===== config.mk =====
export PLATFORM = sky130hd
export DESIGN_NAME = kws_mac_sequencer
export DESIGN_NICKNAME = d
export VERILOG_FILES = /design/src/rtl/kws_mac_sequencer.sv
export SDC_FILE = /design/constraint.sdc
export NUM_CORES = 1
export LEC_CHECK = 0
export CELL_PAD_IN_SITES_DETAIL_PLACEMENT = 1
export CELL_PAD_IN_SITES_GLOBAL_PLACEMENT = 2
export CORE_MARGIN = 2
export CORE_UTILIZATION = 46
export DETAILED_ROUTE_END_ITERATION = 7
export GPL_ROUTABILITY_DRIVEN = 0
export PLACE_DENSITY_LB_ADDON = 0.12
export SLEW_MARGIN = 15
export SYNTH_ARGS = -nofsm -noshare
export SYNTH_HDL_FRONTEND = slang
export SYNTH_SLANG_ARGS = --single-unit

===== constraint.sdc =====
create_clock -name clk -period 19.6 [get_ports clk]
set_clock_uncertainty 0.2 [all_clocks]
set_input_delay 3.92 -clock clk [delete_from_list [all_inputs] [get_ports clk]]
set_output_delay 3.92 -clock clk [all_outputs]
set_load 0.02 [all_outputs]

===== src/rtl/kws_mac_sequencer.sv =====
// -----------------------------------------------------------------------------
// kws_mac_sequencer
//
// Command-level controller between the CPU CFU port and the external,
// purely combinational KWS datapath (MAC, rounding doubling high, rounding
// clamping divide-by-power-of-two). It buffers input/filter word pairs in a
// circular FIFO and holds the requantization config. A RUN command sequences
// one output-channel computation: bias load, N MACs, RDH, RCDBPOT. The result
// is returned over the CFU response handshake.
//
// Ports:
//   clk, reset                 clock, asynchronous active-high reset
//   cmd_valid / cmd_ready      CFU command handshake
//   cmd_payload_function_id    [2:0] opcode, [3] simd_en, [4] layer_one_en
//   cmd_payload_inputs_0/1     command operands (rs1, rs2)
//   rsp_valid / rsp_ready      CFU response handshake
//   rsp_payload_outputs_0      response data
//   dp_op                      one-hot datapath select (001 MAC, 010 RDH,
//                              100 RCDBPOT, 000 idle)
//   dp_simd_en, dp_layer_one_en  registered config bits for the MAC
//   dp_in0, dp_in1, dp_acc     datapath operands / current accumulator
//   dp_result                  combinational datapath result for dp_op
// -----------------------------------------------------------------------------
module kws_mac_sequencer #(
    parameter int DEPTH = 8
) (
    input  logic        clk,
    input  logic        reset,
    input  logic        cmd_valid,
    output logic        cmd_ready,
    input  logic [9:0]  cmd_payload_function_id,
    input  logic [31:0] cmd_payload_inputs_0,
    input  logic [31:0] cmd_payload_inputs_1,
    output logic        rsp_valid,
    input  logic        rsp_ready,
    output logic [31:0] rsp_payload_outputs_0,
    output logic [2:0]  dp_op,
    output logic        dp_simd_en,
    output logic        dp_layer_one_en,
    output logic [31:0] dp_in0,
    output logic [31:0] dp_in1,
    output logic [31:0] dp_acc,
    input  logic [31:0] dp_result
);

    localparam int CNT_W = $clog2(DEPTH) + 1;
    localparam int PTR_W = $clog2(DEPTH);

    localparam logic [2:0] OP_PUSH   = 3'd0;
    localparam logic [2:0] OP_CONFIG = 3'd1;
    localparam logic [2:0] OP_RUN    = 3'd2;
    localparam logic [2:0] OP_CLEAR  = 3'd3;

    localparam logic [2:0] DP_IDLE  = 3'b000;
    localparam logic [2:0] DP_MAC   = 3'b001;
    localparam logic [2:0] DP_RDH   = 3'b010;
    localparam logic [2:0] DP_SHIFT = 3'b100;

    typedef enum logic [2:0] {
        S_IDLE,
        S_MAC,
        S_RDH,
        S_SHIFT,
        S_RESP
    } state_t;

    state_t             r_state;
    state_t             w_next_state;

    logic [31:0]        r_fifo_in  [DEPTH];
    logic [31:0]        r_fifo_flt [DEPTH];
    logic [PTR_W-1:0]   r_wr_ptr;
    logic [PTR_W-1:0]   r_rd_ptr;
    logic [CNT_W-1:0]   r_count;

    logic [31:0]        r_acc;
    logic [31:0]        r_mult;
    logic [31:0]        r_shift;
    logic               r_simd_en;
    logic               r_layer_one_en;
    logic               r_rsp_valid;
    logic [31:0]        r_rsp_payload;

    logic               w_accept;
    logic [2:0]         w_opcode;
    logic               w_full;
    logic               w_push;
    logic [2:0]         w_dp_op;
    logic [31:0]        w_dp_in0;
    logic [31:0]        w_dp_in1;

    // Function-id bits above the config fields are not decoded.
    logic               w_unused_fid;
    assign w_unused_fid = &{1'b0, cmd_payload_function_id[9:5]};

    assign cmd_ready = (r_state == S_IDLE) && !r_rsp_valid;
    assign w_accept  = cmd_valid && cmd_ready;
    assign w_opcode  = cmd_payload_function_id[2:0];
    assign w_full    = (r_count == CNT_W'(DEPTH));
    assign w_push    = w_accept && (w_opcode == OP_PUSH) && !w_full;

    // -------------------------------------------------------------------------
    // FSM state register
    // -------------------------------------------------------------------------
    // NOTE: sequential state uses non-blocking assignments so every register
    // samples pre-edge values; blocking here would create order-dependent races.
    always_ff @(posedge clk or posedge reset) begin
        if (reset) begin
            r_state <= S_IDLE;
        end else begin
            r_state <= w_next_state;
        end
    end

    // -------------------------------------------------------------------------
    // FSM next state and datapath drive
    // -------------------------------------------------------------------------
    // NOTE: every output of this block is given a default first, so no path
    // leaves a signal unassigned and no latch is inferred.
    always_comb begin
        w_next_state = r_state;
        w_dp_op      = DP_IDLE;
        w_dp_in0     = '0;
        w_dp_in1     = '0;
        case (r_state)
            S_IDLE: begin
                if (w_accept) begin
                    if (w_opcode == OP_RUN) begin
                        w_next_state = (r_count != '0) ? S_MAC : S_RDH;
                    end else begin
                        w_next_state = S_RESP;
                    end
                end
            end
            S_MAC: begin
                w_dp_op  = DP_MAC;
                w_dp_in0 = r_fifo_in[r_rd_ptr];
                w_dp_in1 = r_fifo_flt[r_rd_ptr];
                // Last entry is being consumed this cycle.
                if (r_count == CNT_W'(1)) begin
                    w_next_state = S_RDH;
                end
            end
            S_RDH: begin
                w_dp_op      = DP_RDH;
                w_dp_in0     = r_acc;
                w_dp_in1     = r_mult;
                w_next_state = S_SHIFT;
            end
            S_SHIFT: begin
                w_dp_op      = DP_SHIFT;
                w_dp_in1     = r_shift;
                w_next_state = S_RESP;
            end
            S_RESP: begin
                if (rsp_ready) begin
                    w_next_state = S_IDLE;
                end
            end
            default: w_next_state = S_IDLE;
        endcase
    end

    // -------------------------------------------------------------------------
    // FIFO storage
    // -------------------------------------------------------------------------
    // NOTE: the storage array has no reset; pointers and count define which
    // entries are valid, so stale contents are never observed.
    always_ff @(posedge clk) begin
        if (w_push) begin
            r_fifo_in[r_wr_ptr]  <= cmd_payload_inputs_0;
            r_fifo_flt[r_wr_ptr] <= cmd_payload_inputs_1;
        end
    end

    // -------------------------------------------------------------------------
    // Command execution, accumulator and response registers
    // -------------------------------------------------------------------------
    always_ff @(posedge clk or posedge reset) begin
        if (reset) begin
            r_wr_ptr       <= '0;
            r_rd_ptr       <= '0;
            r_count        <= '0;
            r_acc          <= '0;
            r_mult         <= '0;
            r_shift        <= '0;
            r_simd_en      <= 1'b0;
            r_layer_one_en <= 1'b0;
            r_rsp_valid    <= 1'b0;
            r_rsp_payload  <= '0;
        end else if (w_accept) begin
            case (w_opcode)
                OP_PUSH: begin
                    r_rsp_valid <= 1'b1;
                    if (!w_full) begin
                        // Pointers wrap naturally because DEPTH is a power of two.
                        r_wr_ptr      <= r_wr_ptr + PTR_W'(1);
                        r_count       <= r_count + CNT_W'(1);
                        r_rsp_payload <= 32'(r_count + CNT_W'(1));
                    end else begin
                        r_rsp_payload <= 32'hFFFF_FFFF;
                    end
                end
                OP_CONFIG: begin
                    r_mult         <= cmd_payload_inputs_0;
                    r_shift        <= cmd_payload_inputs_1;
                    r_simd_en      <= cmd_payload_function_id[3];
                    r_layer_one_en <= cmd_payload_function_id[4];
                    r_rsp_payload  <= '0;
                    r_rsp_valid    <= 1'b1;
                end
                OP_RUN: begin
                    r_acc <= cmd_payload_inputs_0;
                end
                OP_CLEAR: begin
                    r_rd_ptr      <= r_wr_ptr;
                    r_count       <= '0;
                    r_rsp_payload <= 32'(r_count);
                    r_rsp_valid   <= 1'b1;
                end
                default: begin
                    r_rsp_payload <= '0;
                    r_rsp_valid   <= 1'b1;
                end
            endcase
        end else begin
            case (r_state)
                S_MAC: begin
                    r_acc    <= dp_result;
                    r_rd_ptr <= r_rd_ptr + PTR_W'(1);
                    r_count  <= r_count - CNT_W'(1);
                end
                S_RDH: begin
                    r_acc <= dp_result;
                end
                S_SHIFT: begin
                    r_rsp_payload <= dp_result;
                    r_rsp_valid   <= 1'b1;
                end
                S_RESP: begin
                    if (rsp_ready) begin
                        r_rsp_valid <= 1'b0;
                    end
                end
                default: ;
            endcase
        end
    end

    assign rsp_valid             = r_rsp_valid;
    assign rsp_payload_outputs_0 = r_rsp_payload;
    assign dp_op                 = w_dp_op;
    assign dp_in0                = w_dp_in0;
    assign dp_in1                = w_dp_in1;
    assign dp_acc                = r_acc;
    assign dp_simd_en            = r_simd_en;
    assign dp_layer_one_en       = r_layer_one_en;

endmodule


Yosys cells after proc, flatten, opt, wreduce, memory -nomap -nowiden
Memory sizes are Yosys's and may differ from the RTL's.
Index checks and enable logic that the tools add are counted.

storage, ports and cells
  register bits = 144
  bits in writable memories = 512
  bits of input ports = 110
  output and inout bits = 135
  word-level logic and storage cells = 88
  memories kept = 2

operators by class
  add/sub/neg operators = 5
  equal/unequal tests = 18
  multiplexer cells = 29
  bitwise logic cells = 1
  reduce and logical (&&, ||, !) cells = 22

memory list
  memory      words  bits a word  read ports  clocked after Yosys merged registers in  write ports  RTL line  RTL
  r_fifo_flt  8      32           1           0                                        1            71        logic [31:0] r_fifo_flt [DEPTH];
  r_fifo_in   8      32           1           0                                        1            70        logic [31:0] r_fifo_in [DEPTH];

operator list
  kind                 number
  $mux 32              6
  $pmux 32 s3          2
  $pmux 32 s2          1
  $mux 3               7
  $pmux 3 s5           1
  $eq 3x2->1 const B   4
  $mux 4               3
  $reduce_and 3->1     4
  $pmux 3 s3           1
  $ne 2x2->1 const B   4
  $pmux 4 s2           1
  $reduce_and 2->1     4
  $add 3x1->3 const B  2
  $eq 3x1->1 const B   2
  $logic_not 3->1      2
  $ne 3x3->1 const B   2
  $reduce_bool 2->1    3
  $add 4x1->5 const B  1
  $mux 1               5
  $add 4x1->4 const B  1
  $eq 4x1->1 const B   1
  $eq 4x4->1 const B   1
  $logic_and 1x1->1    4
  $ne 2x1->1 const B   2
  other kinds (10)     11

Depth between registers and ports, before layout
Gate-level depths: netlist of run 1.

  depth in word-level cells = 7
  mapped depth = 10

Worst setup path after synthesis of run 1
OpenSTA, ideal clock, no wires.

  path type = input-to-reg
  start = in cmd_payload_function_id[0]
  end = mem r_fifo_flt[0][0], enable pin
  data arrival time = 9.261 ns
  data required time = 18.835 ns
  setup slack = 9.574 ns
  stages on the path = 5
  cell sequence = clkbuf_1 or3_1 nor3_2 nand2b_1 nor3_1

between the ends
  word-level cells in the longest chain between the ends = 5

ends and longest elaborated chain
  item                            RTL line  RTL
  start: declaration              31        input logic [9:0] cmd_payload_function_id,
  $logic_not 3->1                 100       assign w_push = w_accept && (w_opcode == OP_PUSH) && !w_full;
  $logic_and 1x1->1 (2 in a row)  100
  $mux 1                          170       if (w_push) begin
  $mux 1 (not written as such)    172       r_fifo_flt[r_wr_ptr] <= cmd_payload_inputs_1;
  end: declaration                71

Every way passes these cells.

Worst setup path in the final report of run 1
  start = reg r_rd_ptr[1]
  end = out dp_in0[21]

between the ends
  word-level cells in the longest chain between the ends = 2

ends and longest elaborated chain
  item                      RTL line  RTL
  start: declaration        73        logic [PTR_W-1:0] r_rd_ptr;
  start signal: assignment  216       r_rd_ptr <= r_wr_ptr;
  start signal: assignment  230       r_rd_ptr <= r_rd_ptr + PTR_W'(1);
  $mem_v2 8x32              -
  $pmux 32 s2               125       case (r_state)
  end: declaration          40        output logic [31:0] dp_in0,

Every way passes these cells.

==> metrics.txt, run 1 <==
# TYPE chip_impl_metric gauge
chip_impl_metric{name="timing_worst_slew_pin_value",unit="ns"} 1.089
chip_impl_metric{name="cts.sinks",unit=""} 656
chip_impl_metric{name="drt.antenna.violating_nets",unit=""} 0
chip_impl_metric{name="final_layout_size_suffix_gt1_share",unit="%"} 19.46
chip_impl_metric{name="leakage",unit="uW"} 0.01119
chip_impl_metric{name="synth-edff-count",unit=""} 512
chip_impl_metric{name="wl",unit="mm"} 71.87
chip_impl_metric{name="max-vdd-ir-drop",unit="V"} 0.00007986
chip_impl_metric{name="fill_cells",unit=""} 5052
chip_impl_metric{name="worstPathMaxFanout",unit=""} 50
chip_impl_metric{name="cts_buffer_depth",unit=""} 3
chip_impl_metric{name="routed_wire_length_per_instance",unit="um"} 28.76
chip_impl_metric{name="pin_count",unit=""} 245
chip_impl_metric{name="hold_violations",unit=""} 0
chip_impl_info{name="grt_setup_unrepaired",value="no"} 1
chip_impl_metric{name="avgViaCountPerCell",unit=""} 5.827
chip_impl_metric{name="chipWidth",unit="um"} 242.4
chip_impl_metric{name="first_iter_violations",unit=""} 1051
chip_impl_metric{name="synth.avg_cell_area",unit="um2"} 18.14
chip_impl_metric{name="maximum_number_of_pins_on_one_net_before_global_route_repair",unit=""} 101
chip_impl_metric{name="worst-endpoint-required",unit="ns"} 15.48
chip_impl_metric{name="detailedPlacementHpwl",unit="mm"} 41.85
chip_impl_metric{name="timing.setup.tns",unit="ns"} 0
chip_impl_info{name="tritoncts",value="built"} 1
chip_impl_metric{name="syn_nets",unit=""} 1556
chip_impl_info{name="synth_ff_type",value="sky130_fd_sc_hd__edfxtp_1"} 1
chip_impl_info{name="setup.worst_path.class",value="reg -> out"} 1
chip_impl_metric{name="async_flop_share",unit="%"} 21.95
chip_impl_metric{name="worst_r2r_path_depth",unit=""} 7
chip_impl_metric{name="groute.usage.overall",unit="%"} 24.68
chip_impl_metric{name="layout-area-overhead-vs-synth",unit="%"} 21.21
chip_impl_metric{name="worst_ep_arrival_time",unit="ns"} 4.80
chip_impl_metric{name="setup_viol_count_final",unit=""} 0
chip_impl_metric{name="pwr_dens",unit="nW/um2"} 146.6
chip_impl_metric{name="fp-row-count",unit=""} 87
chip_impl_metric{name="cts_buffers",unit=""} 69
chip_impl_metric{name="clk_pin_slew",unit="ns"} 0.06
chip_impl_metric{name="grt_antenna_before_repair",unit=""} 2
chip_impl_metric{name="dieHeight",unit="um"} 242.4
chip_impl_metric{name="placeableCoreArea",unit="um2"} 56280
chip_impl_metric{name="post_synth_num_cell_types",unit=""} 48
chip_impl_metric{name="routed-via-count",unit=""} 14560
chip_impl_info{name="hp-class",value="reg -> reg"} 1
chip_impl_metric{name="post_cts_resized",unit=""} 0
chip_impl_metric{name="ys_ff_latch",unit=""} 656
chip_impl_metric{name="post-layout-total-power",unit="uW"} 4645
chip_impl_metric{name="grt_pass1_wl",unit="mm"} 105.7
chip_impl_metric{name="drc",unit=""} 0
chip_impl_metric{name="post-cts-setup-buffer-count",unit=""} 0
chip_impl_metric{name="maxClockFrequency",unit="MHz"} 112.1
chip_impl_metric{name="post-route-min-period",unit="ns"} 8.920
chip_impl_metric{name="io_buffer_count",unit=""} 239
chip_impl_metric{name="initial_core_utilization",unit="%"} 46.45
chip_impl_metric{name="hold_depth",unit=""} 1
chip_impl_metric{name="cap_viol_max_count",unit=""} 0
chip_impl_metric{name="synth-seq-area-share",unit="%"} 72.60
chip_impl_info{name="cts_root_buffer",value="sky130_fd_sc_hd__clkbuf_16"} 1
chip_impl_info{name="critPathLaunchType",value="flop"} 1
chip_impl_metric{name="timing.final.crit_share",unit="%"} 45.51
chip_impl_metric{name="die_footprint",unit="um2"} 58750
chip_impl_metric{name="detailedRoute.firstPassIterationCount",unit=""} 5
chip_impl_info{name="layout.cells.most_common",value="sky130_fd_sc_hd__edfxtp_1"} 1
chip_impl_metric{name="via_count_of_the_first_global_routing_pass",unit=""} 15650
chip_impl_info{name="status",value="finished, final reports clean"} 1
chip_impl_metric{name="slew-limit-headroom",unit="%"} 27.20
chip_impl_metric{name="htreeDepth",unit=""} 3
chip_impl_info{name="crit_path_end_kind",value="output port"} 1
chip_impl_metric{name="netlist_instances",unit=""} 1441
chip_impl_metric{name="ys_warn_count",unit=""} 0
chip_impl_metric{name="syn_area",unit="um2"} 26140
chip_impl_metric{name="worst_skew_pair.late_latency",unit="ns"} 0.59
chip_impl_metric{name="final-max-slew-violation-count",unit=""} 0
chip_impl_metric{name="grt_remaining_overflow",unit=""} 0
chip_impl_info{name="most-common-layout-cells",value="sky130_fd_sc_hd__edfxtp_1 (512), sky130_fd_sc_hd__clkdlybuf4s50_1 (239), sky130_fd_sc_hd__dfrtp_1 (141), sky130_fd_sc_hd__mux4_2 (128), sky130_fd_sc_hd__nand2_1 (105)"} 1
chip_impl_metric{name="finish.net_count",unit=""} 1804
chip_impl_metric{name="postCtsHoldBufs",unit=""} 0
chip_impl_metric{name="postLayoutCoreUtil",unit="%"} 56.30
worst max-delay path, stage by stage, from the launching register on:
cell,delay [ns]
sky130_fd_sc_hd__dfrtp_4,0.78
sky130_fd_sc_hd__buf_4,0.78
sky130_fd_sc_hd__buf_4,0.75
sky130_fd_sc_hd__mux4_2,0.35
sky130_fd_sc_hd__mux2i_1,0.07
sky130_fd_sc_hd__o21ai_0,0.60
sky130_fd_sc_hd__clkdlybuf4s50_1,0.75
stage by stage:
| step | setup WS (ns) | cells | hold WS, ns | cell area [um2] |
|---|---|---|---|---|
| floorplan | 9.574 | 1441 | 0.2797 | 26140 |
| global placement | 11.34 | 2374 | 0.2776 | 29360 |
| detailed placement | 11.33 | 2374 | 0.2907 | 29360 |
| CTS | 10.68 | 2498 | 0.3041 | 31680 |
| global route | 10.57 | 2498 | 0.3183 | 31680 |
| finish | 10.68 | 2499 | 0.3033 | 31680 |
registers in the layout, indices dropped and copies added (netlist names):
signal,flops
r_state,3
r_count,4
r_mult,32
dp_simd_en,1
r_wr_ptr,3
dp_layer_one_en,1
r_fifo_in,256
r_fifo_flt,256
rsp_valid,1
r_shift,32
dp_acc,32
rsp_payload_outputs_0,32
r_rd_ptr,3
logic make-up (layout without fill, tap and decap cells):
kind of cell    Yosys count  count (layout)  synth area share (%)
fa+ha+maj                 5               5                0.2393
xor+xnor                  3               3                0.1005
compound gates          226             226                 5.165
mux                     263             263                 17.09
simple gates            192             192                 3.145
flops                   656             656                 72.60
buf+inv                  96             397                 1.656
other cells               0               1                     0
power by group:
group	total (uW)	switching (uW)	internal [uW]
registers	1840	185	1650
clock network	1350	527	822
logic	1460	759	697
total	4640	1470	3170
routing by layer:
metal	vias up	global-route usage (%)	wire [um]
met5	-	0	11
met4	2	6.191	1185
met3	81	4.420	4224
met2	478	40.01	34840
met1	7823	34.92	31600
li1	6177	-	-
Yosys cell counts, types with 3 or more instances:
cell type                  number  area (um2)
sky130_fd_sc_hd__buf_6          6       67.56
sky130_fd_sc_hd__mux2_2        27       304.0
sky130_fd_sc_hd__a22oi_1       33       247.7
sky130_fd_sc_hd__mux2_4        40       600.6
sky130_fd_sc_hd__a21o_1        30       225.2
sky130_fd_sc_hd__nand2b_1       8       50.05
sky130_fd_sc_hd__a21oi_1       68       340.3
sky130_fd_sc_hd__clkbuf_1      50       187.7
sky130_fd_sc_hd__inv_1          7       26.28
sky130_fd_sc_hd__nand2_1      106       397.9
sky130_fd_sc_hd__dfrtp_1      144        3603
sky130_fd_sc_hd__ha_1           5       62.56
sky130_fd_sc_hd__buf_1          8       30.03
sky130_fd_sc_hd__mux2i_1       68       680.7
sky130_fd_sc_hd__o22ai_1        4       25.02
sky130_fd_sc_hd__nand3_1        6       30.03
sky130_fd_sc_hd__nand3b_1       3       22.52
sky130_fd_sc_hd__o21ai_0       74       370.4
sky130_fd_sc_hd__nor3_1         6       30.03
sky130_fd_sc_hd__mux4_2       128        2883
sky130_fd_sc_hd__or2_2          3       18.77
sky130_fd_sc_hd__edfxtp_1     512       15370
sky130_fd_sc_hd__a31oi_1        3       18.77
sky130_fd_sc_hd__buf_2         22       110.1
sky130_fd_sc_hd__nor2_1        49       183.9
final cells by class:
cell class	instances	area, um2	area share (%)
Antenna cell	1	2.502	0.007898
Clock buffer	94	1936	6.109
Clock inverter	30	385.4	1.216
Inverter	10	45.04	0.1422
Multi-Input combinational cell	689	6808	21.49
Sequential cell	656	18990	59.93
Tap cell	756	945.9	2.985
Timing Repair Buffer	263	2572	8.119
path summary, 6_finish.rpt:
kind	from	to	slack, ns
min in group asynchronous	reset	dp_acc[30]	3.65
worst min register to register	rsp_payload_outputs_0[0]	rsp_payload_outputs_0[0]	0.30
worst max-delay path	r_rd_ptr[1]	dp_in0[21]	10.68
worst min-delay path	rsp_payload_outputs_0[0]	rsp_payload_outputs_0[0]	0.30
worst max register to register	r_state[0]	r_fifo_in[4][29]	15.25
max in group asynchronous	reset	r_shift[14]	14.19
No activity file was read; power rests on OpenSTA's default activity.
==> run 2: changes to the inputs <==
--- a/config.mk
+++ b/config.mk
@@ -8,7 +8,7 @@
 export CELL_PAD_IN_SITES_DETAIL_PLACEMENT = 1
 export CELL_PAD_IN_SITES_GLOBAL_PLACEMENT = 2
 export CORE_MARGIN = 2
-export CORE_UTILIZATION = 46
+export CORE_UTILIZATION = 39
 export DETAILED_ROUTE_END_ITERATION = 7
 export GPL_ROUTABILITY_DRIVEN = 0
 export PLACE_DENSITY_LB_ADDON = 0.12
==> constraint.sdc (replaced) <==
create_clock -name clk -period 7.46 [get_ports clk]
set_clock_uncertainty 0.2 [all_clocks]
set_input_delay 1.492 -clock clk [delete_from_list [all_inputs] [get_ports clk]]
set_output_delay 1.492 -clock clk [all_outputs]
set_load 0.02 [all_outputs]
==> metrics.txt, run 2 (synthesis gave the netlist of run 1 again) <==
# TYPE chip_impl_metric gauge
chip_impl_info{name="status",value="finished, final reports clean"} 1
chip_impl_metric{name="detailedRoute.firstPassIterationCount",unit=""} 5
chip_impl_metric{name="avgViaCountPerCell",unit=""} 5.551
chip_impl_metric{name="io_buffer_count",unit=""} 239
chip_impl_metric{name="leakage",unit="uW"} 0.01122
chip_impl_metric{name="rrSetupSlack",unit="ns"} 3.59
chip_impl_metric{name="layout-area-overhead-vs-synth",unit="%"} 22.37
chip_impl_metric{name="multi_input_area",unit="um2"} 6823
chip_impl_metric{name="post_dp_cell_area",unit="um2"} 29640
chip_impl_metric{name="grt_remaining_overflow",unit=""} 0
chip_impl_metric{name="max-vdd-ir-drop",unit="V"} 0.0001955
chip_impl_metric{name="hold_depth",unit=""} 1
chip_impl_metric{name="seqCellArea",unit="um2"} 18990
chip_impl_metric{name="initial_core_utilization",unit="%"} 39.55
chip_impl_metric{name="timing.setup.tns",unit="ns"} 0
chip_impl_metric{name="place.detailed.instances",unit=""} 2489
chip_impl_metric{name="cts_buffer_depth",unit=""} 3
chip_impl_info{name="layout.cells.most_common",value="sky130_fd_sc_hd__edfxtp_1"} 1
chip_impl_info{name="startpoint",value="r_rd_ptr[0]"} 1
chip_impl_info{name="reg.largest.list",value="r_fifo_flt: 256 flops, r_fifo_in: 256 flops"} 1
chip_impl_metric{name="detailedPlacementHpwl",unit="mm"} 43.79
chip_impl_info{name="setup.worst_path.class",value="reg -> out"} 1
chip_impl_info{name="hp-class",value="reg -> reg"} 1
chip_impl_metric{name="wl",unit="mm"} 75.07
chip_impl_metric{name="htreeDepth",unit=""} 3
chip_impl_metric{name="maxClockFrequency",unit="MHz"} 184.2
chip_impl_info{name="grt_setup_unrepaired",value="no"} 1
chip_impl_metric{name="finish.net_count",unit=""} 1814
chip_impl_metric{name="stdcell_area",unit="um2"} 31990
chip_impl_metric{name="worst_ep_arrival_time",unit="ns"} 3.74
chip_impl_metric{name="routed-via-count",unit=""} 14560
chip_impl_metric{name="setup_viol_count_final",unit=""} 0
chip_impl_info{name="worst_r2r_endpoint",value="r_fifo_in[6][17]"} 1
chip_impl_metric{name="routed_wire_length_per_instance",unit="um"} 28.62
chip_impl_info{name="critical_path.reg2reg.startpoint",value="r_state[0]"} 1
chip_impl_metric{name="worst-endpoint-required",unit="ns"} 5.77
chip_impl_info{name="critPathLaunchType",value="flop"} 1
chip_impl_metric{name="grt_antenna_before_repair",unit=""} 10
chip_impl_metric{name="pwr_dens",unit="nW/um2"} 383.5
chip_impl_metric{name="postCtsHoldBufs",unit=""} 0
chip_impl_metric{name="drt.antenna.violating_nets",unit=""} 0
chip_impl_metric{name="slew-limit-headroom",unit="%"} 20.95
chip_impl_metric{name="chipWidth",unit="um"} 262.9
chip_impl_metric{name="dieHeight",unit="um"} 262.9
chip_impl_metric{name="worst_r2r_path_depth",unit=""} 7
chip_impl_metric{name="first_iter_violations",unit=""} 1106
chip_impl_metric{name="cts_buffers",unit=""} 72
chip_impl_metric{name="cap_viol_max_count",unit=""} 0
chip_impl_metric{name="grt_pass1_wl",unit="mm"} 110.2
chip_impl_metric{name="post-route-min-period",unit="ns"} 5.428
chip_impl_metric{name="fp-row-count",unit=""} 94
chip_impl_metric{name="post_cts_resized",unit=""} 0
chip_impl_metric{name="final_layout_size_suffix_gt1_share",unit="%"} 19.82
chip_impl_metric{name="clk_pin_slew",unit="ns"} 0.06
chip_impl_metric{name="final-max-slew-violation-count",unit=""} 0
chip_impl_metric{name="worst_skew_pair.late_latency",unit="ns"} 0.61
chip_impl_metric{name="groute.usage.overall",unit="%"} 21.90
chip_impl_metric{name="placeableCoreArea",unit="um2"} 66100
chip_impl_info{name="crit_path_end_kind",value="output port"} 1
chip_impl_metric{name="pin_count",unit=""} 245
chip_impl_metric{name="drc",unit=""} 0
chip_impl_info{name="hold_path.startpoint",value="r_shift[11]"} 1
chip_impl_info{name="most-common-layout-cells",value="sky130_fd_sc_hd__edfxtp_1 (512), sky130_fd_sc_hd__clkdlybuf4s50_1 (239), sky130_fd_sc_hd__dfrtp_1 (141), sky130_fd_sc_hd__mux4_2 (128), sky130_fd_sc_hd__nand2_1 (104)"} 1
chip_impl_info{name="hold_path_end",value="r_shift[11]"} 1
chip_impl_metric{name="cts.sinks",unit=""} 656
chip_impl_metric{name="fill_cells",unit=""} 6151
chip_impl_metric{name="instances_no_fill",unit=""} 2623
chip_impl_metric{name="die_footprint",unit="um2"} 69110
chip_impl_metric{name="worstPathMaxFanout",unit=""} 35
chip_impl_info{name="tritoncts",value="built"} 1
chip_impl_metric{name="post-layout-total-power",unit="uW"} 12270
chip_impl_metric{name="timing.final.crit_share",unit="%"} 72.76
chip_impl_info{name="cts_root_buffer",value="sky130_fd_sc_hd__clkbuf_16"} 1
chip_impl_metric{name="via_count_of_the_first_global_routing_pass",unit=""} 15620
chip_impl_metric{name="post-cts-setup-buffer-count",unit=""} 0
chip_impl_metric{name="maximum_number_of_pins_on_one_net_before_global_route_repair",unit=""} 96
chip_impl_metric{name="hold_violations",unit=""} 0
chip_impl_metric{name="timing_worst_slew_pin_value",unit="ns"} 1.186
[run 2: changes by cell type in the layout (fill, tap and decap cells not counted), sizes merged]
| cell | change |
|---|---|
| clkbuf | +16 |
| inv | +1 |
| clkinvlp | +3 |
| clkinv | -8 |
| diode | +2 |
| buf | +7 |
| bufinv | -5 |
[run 2: final cells by class]
| cell class | count | share of cell area [%] |
|---|---|---|
| inverter | 10 | 0.1408 |
| antenna | 3 | 0.02347 |
| sequential | 656 | 59.37 |
| multi-input combinational | 689 | 21.33 |
| tap | 864 | 3.380 |
| clock buffer | 110 | 6.564 |
| clock inverter | 21 | 0.7549 |
| timing repair buffer | 270 | 8.441 |
[run 2: power breakdown]
| group | switching (uW) | total [uW] | leakage (uW) | internal, uW |
|---|---|---|---|---|
| combinational | 2020 | 3880 | 0.00373 | 1860 |
| sequential | 503 | 4850 | 0.00636 | 4350 |
| clock | 1420 | 3540 | 0.00112 | 2110 |
| total | 3950 | 12300 | 0.0112 | 8320 |
[run 2: worst max-delay path, cell delays in order, from the launching register on]
cell and delay (ns):
sky130_fd_sc_hd__dfrtp_4 0.89, sky130_fd_sc_hd__buf_4 0.45, sky130_fd_sc_hd__mux4_2 0.57, sky130_fd_sc_hd__mux2i_1 0.31, sky130_fd_sc_hd__o21ai_0 0.26, sky130_fd_sc_hd__clkdlybuf4s50_1 0.60
[run 2: per-stage QoR]
stage | hold WS (ns) | util [%] | worst slack (ns)
final | 0.3059 | 48.39 | 2.032
after global placement | 0.2866 | 44.84 | 2.302
after detailed placement | 0.2923 | 44.84 | 2.244
after CTS | 0.3057 | 48.38 | 1.864
after floorplan | 0.2797 | - | 1.578
after global routing | 0.3144 | 48.39 | 1.779
[run 2: worst max path at each step]
stage | to | slack, ns | cells after the start
2_1_floorplan | r_fifo_flt[6][0] | 1.58 | 5
3_3_place_gp | r_fifo_flt[5][30] | 2.30 | 6
3_5_place_dp | r_fifo_in[6][26] | 2.24 | 6
4_1_cts | dp_in0[29] | 1.86 | 5
5_1_grt | dp_in0[21] | 1.78 | 5
6_report | dp_in0[29] | 2.03 | 5
[run 2: per-layer routing]
| metal | vias to the layer above | GRT usage (%) | wire length (um) |
|---|---|---|---|
| met4 | 6 | 6.008 | 1432 |
| li1 | 6215 | - | - |
| met2 | 411 | 34.76 | 35360 |
| met5 | - | 0 | 39 |
| met1 | 7841 | 31.44 | 34330 |
| met3 | 87 | 3.636 | 3905 |
==> run 3: changes to the inputs <==
==> constraint.sdc (replaced) <==
create_clock -name clk -period 4.95 [get_ports clk]
set_clock_uncertainty 0.2 [all_clocks]
set_input_delay 0.99 -clock clk [delete_from_list [all_inputs] [get_ports clk]]
set_output_delay 0.99 -clock clk [all_outputs]
set_load 0.02 [all_outputs]
==> metrics.txt, run 3 (synthesis gave the netlist of run 1 again) <==
# TYPE chip_impl_metric gauge
chip_impl_metric{name="first_iter_violations",unit=""} 1162
chip_impl_metric{name="final-max-slew-violation-count",unit=""} 0
chip_impl_info{name="critical_path.slowest_cell",value="sky130_fd_sc_hd__dfrtp_4"} 1
chip_impl_metric{name="dieHeight",unit="um"} 262.9
chip_impl_metric{name="via_count_of_the_first_global_routing_pass",unit=""} 15760
chip_impl_metric{name="clock_power_share",unit="%"} 28.8
chip_impl_metric{name="worstPathMaxFanout",unit=""} 23
chip_impl_info{name="reg.largest.list",value="r_fifo_flt: 256 flops, r_fifo_in: 256 flops"} 1
chip_impl_info{name="grt_setup_unrepaired",value="no"} 1
chip_impl_metric{name="whs",unit="ns"} 0.3051
chip_impl_metric{name="fill_cells",unit=""} 6176
chip_impl_metric{name="cts_buffer_depth",unit=""} 3
chip_impl_metric{name="cts.sinks",unit=""} 656
chip_impl_metric{name="pre_cts_slack",unit="ns"} 0.5645
chip_impl_metric{name="grt_remaining_overflow",unit=""} 0
chip_impl_info{name="hold_path_end",value="r_shift[15]"} 1
chip_impl_info{name="worst_path_dominant_cell_family",value="buffers and inverters"} 1
chip_impl_metric{name="worst-endpoint-required",unit="ns"} 3.76
chip_impl_metric{name="pwr_dens",unit="nW/um2"} 577.8
chip_impl_info{name="crit_path_end_kind",value="output port"} 1
chip_impl_metric{name="switching_share",unit="%"} 32.09
chip_impl_metric{name="switching_power",unit="uW"} 6000
chip_impl_metric{name="combinationalPowerShare",unit="%"} 32.6
chip_impl_info{name="most-common-layout-cells",value="sky130_fd_sc_hd__edfxtp_1 (512), sky130_fd_sc_hd__clkdlybuf4s50_1 (239), sky130_fd_sc_hd__dfrtp_1 (141), sky130_fd_sc_hd__mux4_2 (128), sky130_fd_sc_hd__nand2_1 (105)"} 1
chip_impl_metric{name="hold_depth",unit=""} 1
chip_impl_metric{name="grt_pass1_wl",unit="mm"} 111.2
chip_impl_metric{name="htreeDepth",unit=""} 3
chip_impl_info{name="tritoncts",value="built"} 1
chip_impl_info{name="hp-class",value="reg -> reg"} 1
chip_impl_metric{name="maxClockFrequency",unit="MHz"} 216.7
chip_impl_info{name="cp_cell_sequence",value="buf_12 -> buf_4 -> mux4_2 -> mux2i_1 -> o21ai_0 -> clkdlybuf4s50_1"} 1
chip_impl_metric{name="drt.antenna.violating_nets",unit=""} 0
chip_impl_metric{name="clk_pin_slew",unit="ns"} 0.05
chip_impl_metric{name="globalRouteMet3Util",unit="%"} 3.748
chip_impl_info{name="layout.cells.most_common",value="sky130_fd_sc_hd__edfxtp_1"} 1
chip_impl_info{name="worst_r2r_endpoint",value="r_fifo_flt[7][21]"} 1
chip_impl_metric{name="chipWidth",unit="um"} 262.9
chip_impl_metric{name="power_report.internal_total",unit="uW"} 12700
chip_impl_metric{name="seqPwrFrac",unit="%"} 38.6
chip_impl_metric{name="setup_viol_count_final",unit=""} 0
chip_impl_metric{name="worst_slack",unit="ns"} 0.3355
chip_impl_info{name="setup.worst_path.class",value="reg -> out"} 1
chip_impl_metric{name="detailedPlacementHpwl",unit="mm"} 46.13
chip_impl_metric{name="groute.layer.met2.usage",unit="%"} 35.57
chip_impl_metric{name="insertedDiodeCount",unit=""} 0
chip_impl_metric{name="rrSetupSlack",unit="ns"} 1.39
chip_impl_metric{name="max-vdd-ir-drop",unit="V"} 0.0002980
chip_impl_metric{name="detailedRoute.firstPassIterationCount",unit=""} 5
chip_impl_info{name="status",value="finished, final reports clean"} 1
chip_impl_metric{name="post-cts-setup-buffer-count",unit=""} 0
chip_impl_metric{name="routed_wire_length_per_instance",unit="um"} 28.59
chip_impl_metric{name="leakage",unit="uW"} 0.01144
chip_impl_metric{name="io_buffer_count",unit=""} 239
chip_impl_info{name="critPathLaunchType",value="flop"} 1
chip_impl_metric{name="groute.usage.overall",unit="%"} 22.07
chip_impl_metric{name="critPathMaxStageDelay",unit="ns"} 0.72
chip_impl_info{name="cts_root_buffer",value="sky130_fd_sc_hd__clkbuf_16"} 1
chip_impl_metric{name="die_footprint",unit="um2"} 69110
chip_impl_info{name="critical_path.reg2reg.startpoint",value="r_state[0]"} 1
chip_impl_metric{name="worst_ep_arrival_time",unit="ns"} 3.42
chip_impl_metric{name="cts_buffers",unit=""} 72
chip_impl_metric{name="routed-via-count",unit=""} 14650
chip_impl_metric{name="finish.net_count",unit=""} 1838
chip_impl_metric{name="fp-row-count",unit=""} 94
chip_impl_metric{name="layout-area-overhead-vs-synth",unit="%"} 23.79
chip_impl_metric{name="timing.final.crit_share",unit="%"} 93.22
chip_impl_metric{name="groute.layer.met1.usage",unit="%"} 31.53
chip_impl_metric{name="hold_violations",unit=""} 0
chip_impl_info{name="hold_path.startpoint",value="r_shift[15]"} 1
chip_impl_metric{name="seqCellArea",unit="um2"} 18990
chip_impl_metric{name="postCtsHoldBufs",unit=""} 0
chip_impl_metric{name="initial_core_utilization",unit="%"} 39.55
chip_impl_metric{name="placeableCoreArea",unit="um2"} 66100
chip_impl_metric{name="cap_viol_max_count",unit=""} 0
chip_impl_metric{name="multi_input_area",unit="um2"} 6820
chip_impl_metric{name="worst_r2r_path_depth",unit=""} 7
chip_impl_metric{name="cp.buffers_inverters",unit=""} 3
chip_impl_metric{name="slew-limit-headroom",unit="%"} 34.86
chip_impl_metric{name="post-route-min-period",unit="ns"} 4.614
chip_impl_metric{name="grt_antenna_before_repair",unit=""} 5
chip_impl_metric{name="final_layout_size_suffix_gt1_share",unit="%"} 21.38
chip_impl_metric{name="avgViaCountPerCell",unit=""} 5.537
chip_impl_info{name="startpoint",value="r_rd_ptr[0]"} 1
chip_impl_metric{name="post_cts_resized",unit=""} 0
chip_impl_metric{name="drc",unit=""} 0
chip_impl_metric{name="wl",unit="mm"} 75.66
chip_impl_metric{name="pin_count",unit=""} 245
chip_impl_metric{name="timing_worst_slew_pin_value",unit="ns"} 0.9747
chip_impl_metric{name="worst_skew_pair.late_latency",unit="ns"} 0.60
chip_impl_info{name="global_route.peak_usage_layer",value="met2"} 1
chip_impl_metric{name="maximum_number_of_pins_on_one_net_before_global_route_repair",unit=""} 62
run 3: worst max path at each step:
stage	depth (start not counted)	slack, ns	endpoint
final	6	0.34	dp_in1[24]
after detailed placement	6	0.56	r_fifo_in[7][29]
after floorplan	5	-0.43	r_fifo_flt[6][0]
after global routing	6	0.1	dp_in1[24]
after global placement	6	0.58	r_fifo_in[7][29]
after CTS	6	0.21	dp_in1[24]
run 3: layout make-up:
type                    instances  area share (%)
clock buffers                 110           6.678
clock inverters                23          0.6883
inverters                      10          0.1276
multi-input cells             689           21.08
flip-flops and latches        656           58.68
well taps                     864           3.341
repair buffers                294           9.404
run 3: routing by layer:
metal / vias to the layer above / wire (um)
met5: - / 13
met4: 2 / 1115
met3: 72 / 3822
met2: 402 / 36100
met1: 7909 / 34610
li1: 6265 / -
run 3: metrics by stage:
step | cells | cell area [um2] | total power, uW | setup TNS (ns) | util, %
after global placement | 2513 | 29980 | 13420 | 0 | 45.35
after global routing | 2646 | 32360 | 19560 | 0 | 48.96
after detailed placement | 2513 | 29980 | 13510 | 0 | 45.35
after CTS | 2646 | 32360 | 18950 | 0 | 48.96
after floorplan | 1441 | 26150 | 10790 | -189.27 | -
final | 2646 | 32360 | 18700 | 0 | 48.96
run 3: power by group through the flow:
stage	logic [uW]	clock network (uW)	registers, uW
4_1_cts	6200	5530	7230
3_5_place_dp	6180	0	7330
2_1_floorplan	3520	0	7270
5_1_grt	6520	5730	7310
6_report	6090	5390	7220
3_3_place_gp	6120	0	7310
